--- config.mk ---
export PLATFORM = sky130hd
export DESIGN_NAME = sdram_burst_arbiter
export DESIGN_NICKNAME = d
export VERILOG_FILES = /design/src/rtl/sdram_burst_arbiter.sv
export SDC_FILE = /design/constraint.sdc
export NUM_CORES = 1
export LEC_CHECK = 0
export ABC_AREA = 1
export ABC_CLOCK_PERIOD_IN_PS = 4250
export BUFFER_PORTS_ARGS = -buffer_cell sky130_fd_sc_hd__buf_4
export CAP_MARGIN = 0
export CORE_MARGIN = 8
export CORE_UTILIZATION = 40
export DETAILED_ROUTE_END_ITERATION = 6
export GPL_TIMING_DRIVEN = 1
export SKIP_CTS_REPAIR_TIMING = 1
export SYNTH_ARGS = -nofsm -noshare
export SYNTH_HDL_FRONTEND = slang
export SYNTH_SLANG_ARGS = --single-unit
export TNS_END_PERCENT = 30
--- constraint.sdc ---
create_clock -name clk_ref -period 4.25 [get_ports clk_ref]
set_clock_uncertainty 0.05 [all_clocks]
set_input_delay 0.85 -clock clk_ref [delete_from_list [all_inputs] [get_ports clk_ref]]
set_output_delay 0.85 -clock clk_ref [all_outputs]
set_load 0.02 [all_outputs]
--- src/rtl/sdram_burst_arbiter.sv ---
// Burst scheduler in front of the SDRAM controller. It shares one SDRAM port
// between the flash-loader write FIFO, which fills a frame, and the LCD read
// FIFO, which streams that frame out. Only one burst is outstanding at a time.
//
// state | meaning
// INIT  | waiting for the controller to finish initialisation
// ARB   | apply pending reload/vsync, otherwise pick the next burst
// REQ   | cmd_req high, command fields held until cmd_ack
// WAIT  | command accepted, waiting for burst_done
//
// Both requesters cannot be eligible together: writes need the frame to be
// unfinished and reads need it finished. The round-robin tie-break is kept so
// that the arbiter stays correct if that gating is ever relaxed.
module sdram_burst_arbiter #(
  parameter int BURST_LEN   = 256,
  parameter int FRAME_WORDS = 130560,
  parameter int FIFO_DEPTH  = 512,
  parameter int RD_LOW      = 128,
  parameter int ADDR_W      = 24
) (
  input  logic              clk_ref,
  input  logic              sys_rst,
  input  logic              sdram_init_done,
  input  logic [9:0]        wr_fifo_cnt,
  input  logic [9:0]        rd_fifo_cnt,
  input  logic              rd_frame_sync,
  input  logic              reload,
  output logic              cmd_req,
  input  logic              cmd_ack,
  output logic              cmd_wr,
  output logic [ADDR_W-1:0] cmd_addr,
  output logic [8:0]        cmd_len,
  input  logic              burst_done,
  output logic              frame_write_done,
  output logic              busy
);

  typedef enum logic [1:0] {S_INIT, S_ARB, S_REQ, S_WAIT} state_t;

  localparam logic [ADDR_W-1:0] FRAME_END = ADDR_W'(FRAME_WORDS);
  localparam logic [ADDR_W-1:0] BURST_A   = ADDR_W'(BURST_LEN);
  localparam logic [8:0]        BURST_L   = 9'(BURST_LEN);

  state_t            state_q, state_d;
  logic [ADDR_W-1:0] wr_ptr_q, wr_ptr_d, rd_ptr_q, rd_ptr_d;
  logic [ADDR_W-1:0] cmd_addr_q, cmd_addr_d;
  logic [8:0]        cmd_len_q, cmd_len_d;
  logic              cmd_req_q, cmd_req_d, cmd_wr_q, cmd_wr_d;
  logic              busy_q, busy_d, fwd_q, fwd_d;
  logic              last_wr_q, last_wr_d;
  logic              sync_pend_q, sync_pend_d, reload_pend_q, reload_pend_d;

  logic [ADDR_W-1:0] wr_rem, rd_rem, wr_next, rd_next;
  logic [8:0]        wr_len, rd_len;
  logic [10:0]       rd_need;
  logic              wr_ok, rd_ok, rd_urgent, grant_rd, grant_wr;

  // Remaining-length terms, eligibility and the grant decision.
  always_comb begin
    wr_rem    = FRAME_END - wr_ptr_q;
    rd_rem    = FRAME_END - rd_ptr_q;
    wr_len    = (wr_rem >= BURST_A) ? BURST_L : wr_rem[8:0];
    rd_len    = (rd_rem >= BURST_A) ? BURST_L : rd_rem[8:0];
    // Compare level + burst against depth so an over-range count cannot wrap.
    rd_need   = {1'b0, rd_fifo_cnt} + {2'b00, rd_len};
    wr_ok     = !fwd_q && (wr_fifo_cnt >= {1'b0, wr_len});
    rd_ok     = fwd_q && !sync_pend_q && (rd_need <= 11'(FIFO_DEPTH));
    rd_urgent = rd_ok && (rd_fifo_cnt < 10'(RD_LOW));
    grant_rd  = rd_urgent || (rd_ok && (!wr_ok || last_wr_q));
    grant_wr  = wr_ok && !grant_rd;
    wr_next   = wr_ptr_q + {{(ADDR_W-9){1'b0}}, cmd_len_q};
    rd_next   = rd_ptr_q + {{(ADDR_W-9){1'b0}}, cmd_len_q};
  end

  // Next-state and registered-output logic.
  always_comb begin
    state_d       = state_q;
    wr_ptr_d      = wr_ptr_q;
    rd_ptr_d      = rd_ptr_q;
    cmd_addr_d    = cmd_addr_q;
    cmd_len_d     = cmd_len_q;
    cmd_req_d     = cmd_req_q;
    cmd_wr_d      = cmd_wr_q;
    busy_d        = busy_q;
    fwd_d         = fwd_q;
    last_wr_d     = last_wr_q;
    sync_pend_d   = sync_pend_q | rd_frame_sync;
    reload_pend_d = reload_pend_q | reload;
    case (state_q)
      S_INIT: begin
        if (sdram_init_done) state_d = S_ARB;
      end
      S_ARB: begin
        if (reload_pend_q) begin
          // A pulse arriving in this same cycle stays pending.
          reload_pend_d = reload;
          wr_ptr_d      = '0;
          rd_ptr_d      = '0;
          fwd_d         = 1'b0;
        end else if (sync_pend_q) begin
          sync_pend_d = rd_frame_sync;
          rd_ptr_d    = '0;
        end else if (grant_rd || grant_wr) begin
          cmd_wr_d   = grant_wr;
          cmd_addr_d = grant_wr ? wr_ptr_q : rd_ptr_q;
          cmd_len_d  = grant_wr ? wr_len : rd_len;
          cmd_req_d  = 1'b1;
          busy_d     = 1'b1;
          last_wr_d  = grant_wr;
          state_d    = S_REQ;
        end
      end
      S_REQ: begin
        if (cmd_ack) begin
          cmd_req_d = 1'b0;
          state_d   = S_WAIT;
        end
      end
      S_WAIT: begin
        if (burst_done) begin
          busy_d  = 1'b0;
          state_d = S_ARB;
          if (cmd_wr_q) begin
            wr_ptr_d = wr_next;
            if (wr_next == FRAME_END) fwd_d = 1'b1;
          end else begin
            rd_ptr_d = (rd_next == FRAME_END) ? '0 : rd_next;
          end
        end
      end
      default: state_d = S_INIT;
    endcase
  end

  // State and output registers with synchronous reset.
  always_ff @(posedge clk_ref) begin
    if (sys_rst) begin
      state_q       <= S_INIT;
      wr_ptr_q      <= '0;
      rd_ptr_q      <= '0;
      cmd_addr_q    <= '0;
      cmd_len_q     <= '0;
      cmd_req_q     <= 1'b0;
      cmd_wr_q      <= 1'b0;
      busy_q        <= 1'b0;
      fwd_q         <= 1'b0;
      last_wr_q     <= 1'b0;
      sync_pend_q   <= 1'b0;
      reload_pend_q <= 1'b0;
    end else begin
      state_q       <= state_d;
      wr_ptr_q      <= wr_ptr_d;
      rd_ptr_q      <= rd_ptr_d;
      cmd_addr_q    <= cmd_addr_d;
      cmd_len_q     <= cmd_len_d;
      cmd_req_q     <= cmd_req_d;
      cmd_wr_q      <= cmd_wr_d;
      busy_q        <= busy_d;
      fwd_q         <= fwd_d;
      last_wr_q     <= last_wr_d;
      sync_pend_q   <= sync_pend_d;
      reload_pend_q <= reload_pend_d;
    end
  end

  assign cmd_req          = cmd_req_q;
  assign cmd_wr           = cmd_wr_q;
  assign cmd_addr         = cmd_addr_q;
  assign cmd_len          = cmd_len_q;
  assign busy             = busy_q;
  assign frame_write_done = fwd_q;

endmodule

==> impl_metrics.csv <==
group,metric,value,unit
cells_and_area,multi_input_area,5490,um2
setup_path,cp_slowest_cell,"fa_1",
detailed_routing,viasPerCell,5.17,
sta,finalSetupTns,0,ns
run_status,outcome,"finished, final reports clean",
die,die_height,156,um
detailed_routing,vias,8791,
detailed_routing,postRouteAntennaNets,0,
die,num_io_pins,64,
power_and_ir_drop,cellLeakagePower,4.60,nW
sta,worst_pin_slew,1.01,ns
worst_hold_path,hold_class,"reg2reg",
clocking,cts_tree,"done",
setup_path,critPathArrivalTime,4.17,ns
setup_path,crit_start,"rd_ptr_q[1]",
global_routing,grt_pass1_wl,42000,um
cells_and_area,fin_nets,1505,
cells_and_area,num-fill-cells,2084,
cells_and_area,diodes,0,
die,design.core.area,19300,um2
placed_design,dpl.cell_count,1672,
sta,rsz0062_at_grt,"yes",
setup_path,end_kind,"flop",
setup_path,cpPeakStageDelay,0.47,ns
synth,synth_cells,1333,
setup_path,worstReg2RegEnd,"cmd_len[6]",
synth,synthAdderAreaFrac,7.93,%
sta,slew_headroom,32.7,%
detailed_routing,wl_per_cell,15.9,um
cells_and_area,drive_above_1_share,16.3,%
detailed_routing,routed_wl,27100,um
sta,layout_min_cycle_time,3.97,ns
synth,synth.area.top_cells,"dfxtp_1 (23%), nand2_1 (20%), a21oi_1 (7.7%)",
synth,netlist_area,7850,um2
sta,hold_viol,0,
synth,synth_compound_area_share,12.5,%
detailed_routing,drt_iter0_drc,544,
synth,syn_avg_cell_area,5.89,um2
die,die_x,156,um
global_routing,grt_pass1_vias,8200,
synth,ys_warn_count,0,
placed_design,place.gp.congestion,0.988,
setup_path,start_kind,"flop",
setup_path,critPathRequiredTime,4.44,ns
global_routing,antenna_found_initial,0,
sta,max_freq,252,MHz
cells_and_area,mostFrequentLayoutCell,"nand2_1",
sta,hold-worst-slack,0.403,ns
setup_path,path_class,"reg2reg",
sta,setup_viol,0,
global_routing,grt_max_degree,54,
setup_path,path_max_fanout,9,
placed_design,post-place-ws,-0.0370,ns
detailed_routing,firstDrtPassIters,5,
run,timing.max_cap.violations,0,
synth,synth_top_family_by_area,"simple AND/OR/NAND/NOR gates",
die,initial_core_util,40.6,%
clocking,clk_pin_slew,0.07,ns
clocking,root_buffer,"clkbuf_16",
synth,synthSimpleGateAreaFrac,43.6,%
sta,maxSlewViolCount,0,
setup_path,cpMostUsedCell,"nor2_1",
placed_design,port_buffers,63,
die,rows,51,
cells_and_area,final_cell_mix,"nand2_1 (417), nor2_1 (146), inv_1 (134)",
sta,timing.final.crit_share,93.5,%
clocking,cts_num_sinks,89,
sta,timing.final.ws_setup,0.278,ns
synth,synth-seq-cells,89,
global_routing,track_usage,21.5,%
synth,yosysTopAreaCell,"dfxtp_1",
synth,synth_mux_area_share,0,%
setup_path,r2r_setup_slack,0.28,ns
synth,synth_fp_nets,1408,
synth,synth_top_area_share,22.7,%
clocking,clk_path_buf_depth,2,
global_routing,grt_overflow,0,
clocking,ctsHtreeMaxLevel,3,
placed_design,hpwl,21200,um
detailed_routing,drc,0,
power_and_ir_drop,power_density,285,nW/um2
clocking,numCtsBuffers,9,
setup_path,reg2reg_from,"rd_ptr_q[1]",
cells_and_area,stdcell_count,1700,
die,die_area,24400,um2
synth,synth.distinct_cells,41,
cells_and_area,syn2layout_area_growth,20.8,%
synth,synth_xor_area_share,4.02,%
setup_path,reg2reg_depth,30,
synth,seq_area_frac_synth,22.7,%
setup_path,crit_end,"cmd_len[6]",
power_and_ir_drop,irDropWorstVdd,0.194,mV
cells_and_area,seqCellArea,1790,um2
clocking,insertion_delay,0.35,ns
==> worst min-delay path by stage <==
stage,startpoint,cells after the start,endpoint,slack [ns]
global placement,busy,2,busy,0.39
floorplan,reload_pend_q,2,reload_pend_q,0.42
finish,busy,2,busy,0.40
global route,busy,2,busy,0.42
CTS,busy,2,busy,0.41
detailed placement,busy,2,busy,0.40
==> Yosys cell counts (all sizes together) <==
cell and count:
buf 11, xnor2 6, a21boi 2, clkbuf 25
xor2 30, a2bb2oi 2, o22ai 5, nand3b 7
clkinv 4, o21ai 51, nor4 3, ha 45
o21bai 1, a21o 2, and2 1, o2111ai 1
nand3 117, or2 10, o21a 1, fa 3
a21oi 121, nor2 167, inv 150, nor3 16
nand2 438, dfxtp 89, nand4 23, o211ai 2
==> logic make-up (layout without fill, tap and decap cells) <==
logic type               after synthesis  count (layout)
AND/OR/NAND/NOR                      782             782
buffers and inverters                190             292
AO/OA/AOI/OAI                        188             188
XOR/XNOR                              36              36
flip-flops                            89              89
adder cells (fa/ha/maj)               48              48
==> report_power, final <==
part / leakage (nW) / switching (mW) / internal, mW / total, mW
registers: 0.724 / 0.0791 / 0.908 / 0.988
logic: 3.75 / 0.601 / 0.341 / 0.942
clock network: 0.127 / 0.368 / 0.404 / 0.772
total: 4.60 / 1.05 / 1.65 / 2.70
==> cell type report <==
class                           instances  area share [%]
Clock inverter                          6           0.541
Timing Repair inverter                  1          0.0791
Sequential cell                        89            18.9
Inverter                              154            6.29
Multi-Input combinational cell       1054            57.9
Timing Repair Buffer                  121            10.4
Clock buffer                           10            2.41
Tap cell                              265            3.49
==> per-layer routing <==
| metal | track usage, % | vias up | wire (um) |
|---|---|---|---|
| met3 | 3.32 | 40 | 1340 |
| met2 | 36.7 | 218 | 12900 |
| met4 | 5.13 | 0 | 579 |
| met1 | 28.0 | 4039 | 12300 |
| met5 | 0 | - | 0 |
| li1 | - | 4494 | - |
==> through the flow <==
stage                     power [mW]  utilization (%)  instance area, um2
final                           2.70             49.1                9490
after global routing            2.85             49.1                9490
after CTS                       2.64             47.3                9160
after detailed placement        1.86             45.9                8870
after global placement          1.86             45.9                8870
after floorplan                 1.54                -                7850
==> registers in the layout, indices dropped and copies added (netlist names) <==
name,cells
busy,1
cmd_addr,24
cmd_len,9
cmd_req,1
frame_write_done,1
last_wr_q,1
rd_ptr_q,24
reload_pend_q,1
state_q,2
sync_pend_q,1
wr_ptr_q,24
==> critical path: cells and delay by family, from the launching register on <==
kind,cells,cell delay (ns)
simple gates,22,1.92
fa+ha+maj,3,0.83
flops,1,0.34
buf+inv,4,0.50
xor+xnor,1,0.22
Note: power is estimated with default switching activity, not from simulation.
